$ cat config.mk
export PLATFORM = sky130hd
export DESIGN_NAME = muldiv_flat
export DESIGN_NICKNAME = d
export VERILOG_FILES = /design/src/rtl/muldiv_if.sv /design/src/rtl/muldiv.sv /design/src/flat_wrapper.sv
export SDC_FILE = /design/constraint.sdc
export NUM_CORES = 1
export LEC_CHECK = 0
export ABC_AREA = 1
export BUFFER_PORTS_ARGS = -buffer_cell sky130_fd_sc_hd__buf_2
export CAP_MARGIN = 5
export CORE_MARGIN = 8
export CORE_UTILIZATION = 50
export DETAILED_ROUTE_END_ITERATION = 8
export PLACE_DENSITY = 0.7
export SYNTH_ARGS = -nofsm -noshare
export SYNTH_HDL_FRONTEND = slang
export SYNTH_SLANG_ARGS = --single-unit
$ cat constraint.sdc
create_clock -name clk -period 3.3 [get_ports clk]
set_clock_uncertainty 0.05 [all_clocks]
set_input_delay 0.66 -clock clk [delete_from_list [all_inputs] [get_ports clk]]
set_output_delay 0.66 -clock clk [all_outputs]
set_load 0.05 [all_outputs]
$ cat src/rtl/muldiv_if.sv
// muldiv_if: operand, MTHI/MTLO and result bundle between the control/EX
// stage (master) and the iterative multiply/divide unit (slave).
interface muldiv_if;
    logic        start;
    logic [1:0]  op;
    logic [31:0] A;
    logic [31:0] B;
    logic        hi_we;
    logic        lo_we;
    logic [31:0] wdata;
    logic        busy;
    logic        done;
    logic        dz;
    logic [31:0] hi;
    logic [31:0] lo;

    modport master (
        output start, op, A, B, hi_we, lo_we, wdata,
        input  busy, done, dz, hi, lo
    );

    modport slave (
        input  start, op, A, B, hi_we, lo_we, wdata,
        output busy, done, dz, hi, lo
    );
endinterface

$ cat src/rtl/muldiv.sv
// muldiv: iterative radix-2 multiply/divide unit with architectural HI/LO.
// op: 00 MULT, 01 MULTU, 10 DIV, 11 DIVU. Operands are reduced to magnitudes
// on acceptance, 32 CALC steps run on a shared 64-bit accumulator, and a
// single FIX cycle applies the sign correction and writes HI/LO.
// Optional feature macro: MULDIV_DIV_EN. When it is undefined the divide
// datapath is removed; DIV/DIVU then pass IDLE->FIX->IDLE without touching
// HI/LO and dz stays low.
module muldiv (
    input  logic    clk,
    input  logic    rstn,
    muldiv_if.slave bus
);

    localparam logic [1:0] S_IDLE = 2'd0;
    localparam logic [1:0] S_CALC = 2'd1;
    localparam logic [1:0] S_FIX  = 2'd2;

    logic [1:0]  r_state;
    logic        r_isDiv;
    logic [63:0] r_acc;
    logic [31:0] r_magB;
    logic        r_negRes;
    logic [5:0]  r_cnt;
    logic        r_busy;
    logic        r_done;
    logic        r_dz;
    logic [31:0] r_hi;
    logic [31:0] r_lo;

    logic        w_signed;
    logic [31:0] w_magA;
    logic [31:0] w_magB;
    logic [32:0] w_mulSum;
    logic [63:0] w_mulNext;
    logic [63:0] w_prodFix;

    // Signed ops work on magnitudes; the sign is restored in FIX.
    assign w_signed  = ~bus.op[0];
    assign w_magA    = (w_signed & bus.A[31]) ? -bus.A : bus.A;
    assign w_magB    = (w_signed & bus.B[31]) ? -bus.B : bus.B;

    // Multiply step: the multiplier sits in the low half and is consumed
    // LSB-first while partial sums accumulate into the high half.
    assign w_mulSum  = {1'b0, r_acc[63:32]} + (r_acc[0] ? {1'b0, r_magB} : 33'd0);
    assign w_mulNext = {w_mulSum, r_acc[31:1]};
    assign w_prodFix = r_negRes ? -r_acc : r_acc;

`ifdef MULDIV_DIV_EN
    logic        r_negRem;
    logic [31:0] r_origA;
    logic [32:0] w_remShift;
    logic [32:0] w_diff;
    logic [63:0] w_divNext;
    logic [31:0] w_quoFix;
    logic [31:0] w_remFix;

    // Restoring divide step: the remainder lives in the high half, the
    // dividend shifts out of the low half while quotient bits shift in.
    // The shifted remainder needs 33 bits; a set bit 32 of the difference
    // means the trial subtraction went negative and is discarded.
    assign w_remShift = {r_acc[63:32], r_acc[31]};
    assign w_diff     = w_remShift - {1'b0, r_magB};
    assign w_divNext  = w_diff[32] ? {w_remShift[31:0], r_acc[30:0], 1'b0}
                                   : {w_diff[31:0],     r_acc[30:0], 1'b1};
    assign w_quoFix   = r_negRes ? -r_acc[31:0]  : r_acc[31:0];
    assign w_remFix   = r_negRem ? -r_acc[63:32] : r_acc[63:32];

    // Divide-only operand bookkeeping: remainder sign and original dividend
    // (returned in HI on a zero divisor).
    always_ff @(posedge clk or negedge rstn) begin
        if (!rstn) begin
            r_negRem <= 1'b0;
            r_origA  <= 32'd0;
        end else if (r_state == S_IDLE && bus.start) begin
            r_negRem <= w_signed & bus.A[31];
            r_origA  <= bus.A;
        end
    end
`endif

    // Control FSM, iteration datapath and HI/LO/status registers.
    always_ff @(posedge clk or negedge rstn) begin
        if (!rstn) begin
            r_state  <= S_IDLE;
            r_isDiv  <= 1'b0;
            r_acc    <= 64'd0;
            r_magB   <= 32'd0;
            r_negRes <= 1'b0;
            r_cnt    <= 6'd0;
            r_busy   <= 1'b0;
            r_done   <= 1'b0;
            r_dz     <= 1'b0;
            r_hi     <= 32'd0;
            r_lo     <= 32'd0;
        end else begin
            r_done <= 1'b0;
            case (r_state)
                S_IDLE: begin
                    if (bus.hi_we) r_hi <= bus.wdata;
                    if (bus.lo_we) r_lo <= bus.wdata;
                    if (bus.start) begin
                        r_isDiv  <= bus.op[1];
                        r_acc    <= {32'd0, w_magA};
                        r_magB   <= w_magB;
                        r_negRes <= w_signed & (bus.A[31] ^ bus.B[31]);
                        r_cnt    <= 6'd0;
                        r_busy   <= 1'b1;
`ifdef MULDIV_DIV_EN
                        r_dz     <= bus.op[1] & (bus.B == 32'd0);
                        r_state  <= S_CALC;
`else
                        r_dz     <= 1'b0;
                        r_state  <= bus.op[1] ? S_FIX : S_CALC;
`endif
                    end
                end
                S_CALC: begin
                    r_cnt <= r_cnt + 6'd1;
`ifdef MULDIV_DIV_EN
                    r_acc <= r_isDiv ? w_divNext : w_mulNext;
`else
                    r_acc <= w_mulNext;
`endif
                    if (r_cnt == 6'd31) r_state <= S_FIX;
                end
                S_FIX: begin
                    if (!r_isDiv) begin
                        r_hi <= w_prodFix[63:32];
                        r_lo <= w_prodFix[31:0];
                    end
`ifdef MULDIV_DIV_EN
                    else if (r_dz) begin
                        r_hi <= r_origA;
                        r_lo <= 32'hFFFF_FFFF;
                    end else begin
                        r_hi <= w_remFix;
                        r_lo <= w_quoFix;
                    end
`endif
                    r_busy  <= 1'b0;
                    r_done  <= 1'b1;
                    r_state <= S_IDLE;
                end
                default: r_state <= S_IDLE;
            endcase
        end
    end

    assign bus.busy = r_busy;
    assign bus.done = r_done;
    assign bus.dz   = r_dz;
    assign bus.hi   = r_hi;
    assign bus.lo   = r_lo;

endmodule

$ cat src/flat_wrapper.sv
// flat-port wrapper written by rule: the top's interface ports become plain ports
module muldiv_flat 
  (clk, rstn, bus_start, bus_op, bus_A, bus_B, bus_hi_we, bus_lo_we, bus_wdata, bus_busy, bus_done, bus_dz, bus_hi, bus_lo);
  muldiv_if bus_i ();
  input  logic clk;
  input  logic rstn;
  input wire logic [$bits(bus_i.start)-1:0] bus_start;
  input wire logic [$bits(bus_i.op)-1:0] bus_op;
  input wire logic [$bits(bus_i.A)-1:0] bus_A;
  input wire logic [$bits(bus_i.B)-1:0] bus_B;
  input wire logic [$bits(bus_i.hi_we)-1:0] bus_hi_we;
  input wire logic [$bits(bus_i.lo_we)-1:0] bus_lo_we;
  input wire logic [$bits(bus_i.wdata)-1:0] bus_wdata;
  output wire logic [$bits(bus_i.busy)-1:0] bus_busy;
  output wire logic [$bits(bus_i.done)-1:0] bus_done;
  output wire logic [$bits(bus_i.dz)-1:0] bus_dz;
  output wire logic [$bits(bus_i.hi)-1:0] bus_hi;
  output wire logic [$bits(bus_i.lo)-1:0] bus_lo;
  assign bus_i.start = bus_start;
  assign bus_i.op = bus_op;
  assign bus_i.A = bus_A;
  assign bus_i.B = bus_B;
  assign bus_i.hi_we = bus_hi_we;
  assign bus_i.lo_we = bus_lo_we;
  assign bus_i.wdata = bus_wdata;
  assign bus_busy = bus_i.busy;
  assign bus_done = bus_i.done;
  assign bus_dz = bus_i.dz;
  assign bus_hi = bus_i.hi;
  assign bus_lo = bus_i.lo;
  muldiv u_core (.clk(clk), .rstn(rstn), .bus(bus_i));
endmodule
==> After elaboration in Yosys (flattened, before gate mapping) <==
Index checks and enable logic that the tools add are counted.
W data, S select, Z words.
{ "totals": {"regBits": 172, "input_bits": 103, "output_inout_bits": 67, "word_cells": 58} }
{ "op_classes": {"add_sub_neg": 5, "eq_ne": 8, "mux": 21, "bitwise_logic": 5, "n_reduce_logical": 9} }
{ "op_table": {"columns": ["cell", "count"], "rows": [
  ["$mux W32", 7],
  ["$mux W64", 2],
  ["$pmux W32 S2", 2],
  ["$pmux W64 S2", 1],
  ["$neg A32 Y32", 2],
  ["$neg A64 Y64", 1],
  ["$add A32 B33 Y33", 1],
  ["$pmux W6 S2", 1],
  ["$ne A2 B2 Y1 const B", 4],
  ["$reduce_and A2 Y1", 4],
  ["$add A6 B1 Y6 const B", 1],
  ["$eq A6 B5 Y1 const B", 1],
  ["$mux W2", 3],
  ["$mux W6", 1],
  ["$reduce_and A3 Y1", 2],
  ["$pmux W2 S2", 1],
  ["$reduce_bool A2 Y1", 2],
  ["$and A1 B1 Y1", 3],
  ["$eq A2 B1 Y1 const B", 1],
  ["$eq A2 B2 Y1 const B", 1],
  ["$logic_not A2 Y1", 1],
  ["$mux W1", 2],
  ["$ne A2 B1 Y1 const B", 1],
  ["$pmux W1 S2", 1],
  ["2 further kinds", 2]
]} }

==> Depth between registers and ports, before layout <==
{ "depth": {"ltp_word": 5, "depth_mapped": 17} }

==> Worst setup path before layout <==
No wires, ideal clock.
{ "synth_path": {"path_type": "register to register", "start": "reg u_core.r_acc[0]", "end": "reg u_core.r_acc[61]", "setup_ns": 0.118, "t_arrival_ns": 2.243, "t_required_ns": 3.132, "slack_ns": 0.889, "path_stages_with_launch": 18, "synth_period_minus_slack_ns": 2.411, "path_cell_list": "dfrtp_1 -> buf_6 -> clkbuf_1 -> nand2_1 -> inv_1 -> ha_1 -> inv_1 -> fa_1 -> o21ai_2 -> nand2_1 -> nand2_1 -> nand2_1 -> nand2_1 -> nand2_1 -> nand2_1 -> nand2_1 -> nand3_1 -> nand2_1"} }
{ "synth_via": {"elab_chain_len": 3} }
{ "synth_rtl": {"columns": ["element", "line_no", "source"], "rows": [
  ["from (decl)", "muldiv.sv:20", "logic [63:0] r_acc;"],
  ["from (signal assigned)", "muldiv.sv:103", "r_acc <= {32'd0, w_magA};"],
  ["from (signal assigned)", "muldiv.sv:122", "r_acc <= w_mulNext;"],
  ["$mux W32", "muldiv.sv:44", "assign w_mulSum = {1'b0, r_acc[63:32]} + (r_acc[0] ? {1'b0, r_magB} : 33'd0);"],
  ["$add A32 B33 Y33", "muldiv.sv:44", null],
  ["$pmux W64 S2", "muldiv.sv:97", "case (r_state)"]
]} }
No other way between the ends.
A chain may end at the register's enable or synchronous reset.

==> Final worst setup path <==
Same ends and word-level chain as after synthesis.

==> reports/qor.yml <==
status: "completed"
vias: 15100
finalCritPeriodShare_pct: 76.9
cp_max_fo: 34
timing.rr.end: "u_core.r_acc[61]"
nNetsFinal: 2419
die-area_um2: 32600
worst_r2r_startpoint: "u_core.r_acc[0]"
finalPower_mw: 15.8
avgSynthCellArea_um2: 6.30
power_density_nw_per_um2: 1030
io_buffer_count: 168
grt_overflow_total: 0
place_congestion: 0.994
min_period_ps: 2540
rsz0062_at_grt: "no"
cts.repair.resized: 0
hold_class: "input pin to async pin"
ys.warnings.count: 0
drt-total-wl_mm: 50.1
synth_edf_count: 0
finalMaxSlewViolations: 0
clk_path_buf_depth: 2
dp.cells: 2601
wl_per_cell_um: 19.0
clk_pin_slew_ps: 80
synth_top_area_share_pct: 31.8
clk_latency_ps: 440
netlist_area_um2: 13500
root_buffer: "clkbuf_16"
r2r_slack_ps: 760
fillers: 2820
ys_seq_area_share_pct: 31.8
stdcell_count: 2633
clkSinkCount: 172
dp_hpwl_mm: 39.5
antenna_cells: 0
r2r_cells: 13
grt_max_degree: 70
ant_nets: 0
power.leakage_nw: 7.51
ir_drop_mv: 1.19
synth_ff_type: "dfrtp_1"
hold_slack_ps: 169
synth_cell_types: 49
synth_cells: 2148
cts_buffers: 17
syn_nets: 2288
tns_ps: 0
critPathLaunchType: "register"
drive_gt1_share_pct: 12.2
start_util_pct: 50.5
die_h_um: 181
multi_input_area_um2: 8000
ctsHoldBuffers: 0
vias_per_cell: 5.72
crit_required_ps: 3590
grt_pass1_wl_mm: 78.7
drtPass1Iterations: 6
cts_tree: "done"
die_width_um: 181
regArea_um2: 4310
area_growth_pct: 12.8
grt_use_total_pct: 30.2
synth_async_sr_flop_share_pct: 100
drv_cap: 0
rows: 60
worstSetupEndpointType: "register"
cts_setup_buffers: 0
finalHoldViolations: 0
core_area_um2: 26800
drc: 0
antenna_found_initial: 0
ys_ff_latch: 172
arrival_ps: 2820
htreeDepth: 4
synthTopCellsByArea: "dfrtp_1 32%, nand2_1 16%, nand3_1 8.2%, nor2_1 8.1%, a21oi_1 6.8%"
initialDrtViolationCount: 1533
grt_pass1_vias: 14400
tightest_slew_ps: 968
setup_violations: 0
num_io_pins: 170
yosysTopAreaCell: "dfrtp_1"
slew_headroom_pct: 35.5
crit_type: "register to register"
timing.fmax_ghz: 0.394
## synthesized netlist by cell type, types with 2 or more instances
| master | count |
|---|---|
| o21ai_0 | 146 |
| nor3_1 | 17 |
| or2_2 | 2 |
| o21ai_4 | 2 |
| buf_4 | 5 |
| clkbuf_1 | 33 |
| o211ai_1 | 11 |
| buf_2 | 26 |
| nand3_4 | 2 |
| ha_1 | 36 |
| nand2_1 | 593 |
| inv_4 | 2 |
| nor2_1 | 291 |
| a31oi_1 | 14 |
| nand3_1 | 222 |
| o21bai_1 | 2 |
| and2_1 | 2 |
| inv_1 | 222 |
| xor2_1 | 24 |
| a21boi_0 | 2 |
| inv_2 | 13 |
| dfrtp_1 | 172 |
| o22ai_1 | 6 |
| o32ai_1 | 2 |
| xnor2_1 | 6 |
| a21oi_1 | 183 |
| buf_6 | 3 |
| o21ai_1 | 7 |
| nand4_1 | 33 |
| nand3_2 | 3 |
| buf_1 | 5 |
| nor2_4 | 9 |
| nand2_2 | 9 |
| nor2_8 | 2 |
| o31ai_1 | 3 |
| nand3b_1 | 7 |
| nor2_2 | 12 |
| o21ai_2 | 5 |
| nor4_1 | 4 |
## registers in the layout (all words and copies together) (netlist names)
signal           flops
u_core.bus.busy      1
u_core.bus.done      1
u_core.bus.hi       32
u_core.bus.lo       32
u_core.r_acc        64
u_core.r_cnt         6
u_core.r_isDiv       1
u_core.r_magB       32
u_core.r_negRes      1
u_core.r_state       2
## report_power, final
part | total, mW | internal (mW) | switching, mW
sequential | 4.14 | 3.09 | 1.05
clock | 2.31 | 1.32 | 0.995
combinational | 9.32 | 2.53 | 6.79
total | 15.8 | 6.93 | 8.83
## routing by layer
| metal | vias up | track usage (%) | part of all wire (%) |
|---|---|---|---|
| met2 | 792 | 45.3 | 42 |
| met1 | 6898 | 42.6 | 45 |
| met4 | 0 | 9.66 | 2.9 |
| met3 | 87 | 6.59 | 9.8 |
| li1 | 7279 | - | - |
| met5 | - | 0 | 0 |
## worst max-delay path: stages (launching register included)
cell and delay, ps:
dfrtp_1 350, buf_4 360, nand2_1 160, fa_1 490, o21ai_2 280, nand2_1 120
nand2_1 100, nand2_1 60, nand2_1 140, nand2_1 90, nand2_1 70, nand2_1 50
nand3_1 60, nand2_1 50
## cell usage in the layout, fill, tap and decap left out, drive strengths merged, types with 17 or more instances in the layout
cell | netlist | final
a21oi | 184 | 184
ha | 36 | 36
dfrtp | 172 | 172
nand2 | 603 | 603
clkbuf | 33 | 19
nor2 | 314 | 314
buf | 39 | 184
nand3 | 227 | 227
nand4 | 33 | 33
xor2 | 24 | 24
o21ai | 160 | 160
nor3 | 17 | 17
inv | 237 | 243
## how the worst max path moves through the flow
stage	to	cells past startpoint	from	slack (ps)
6_report	u_core.r_acc[61]	13	u_core.r_acc[0]	760
3_5_place_dp	u_core.r_acc[61]	13	u_core.r_acc[0]	780
4_1_cts	u_core.r_acc[61]	13	u_core.r_acc[0]	780
5_1_grt	u_core.r_acc[51]	13	u_core.r_acc[0]	500
3_3_place_gp	u_core.r_acc[61]	13	u_core.r_acc[0]	860
2_1_floorplan	u_core.r_acc[61]	17	u_core.r_acc[0]	890
## through the flow
stage,worst slack [ps],utilization [%],area (um2)
6_report,764,57.0,15300
5_1_grt,504,57.0,15300
4_1_cts,781,57.0,15300
3_5_place_dp,778,54.6,14600
3_3_place_gp,856,54.6,14600
2_1_floorplan,889,-,13500
## final cells by class
class / count / area share [%]
clock inverter: 13 / 1.33
clock buffer: 19 / 2.90
sequential: 172 / 28.2
multi-input combinational: 1667 / 52.4
timing repair buffer: 184 / 6.58
tap: 341 / 2.79
inverter: 237 / 5.86
## cell families after synthesis
| family | share of synthesized area, % |
|---|---|
| compound gates | 15.3 |
| flops | 31.8 |
| xor+xnor | 1.94 |
| fa+ha+maj | 3.47 |
| other cells | 0.0277 |
| simple gates | 38.3 |
| buf+inv | 9.15 |
Note: power is estimated with default switching activity, not from simulation.
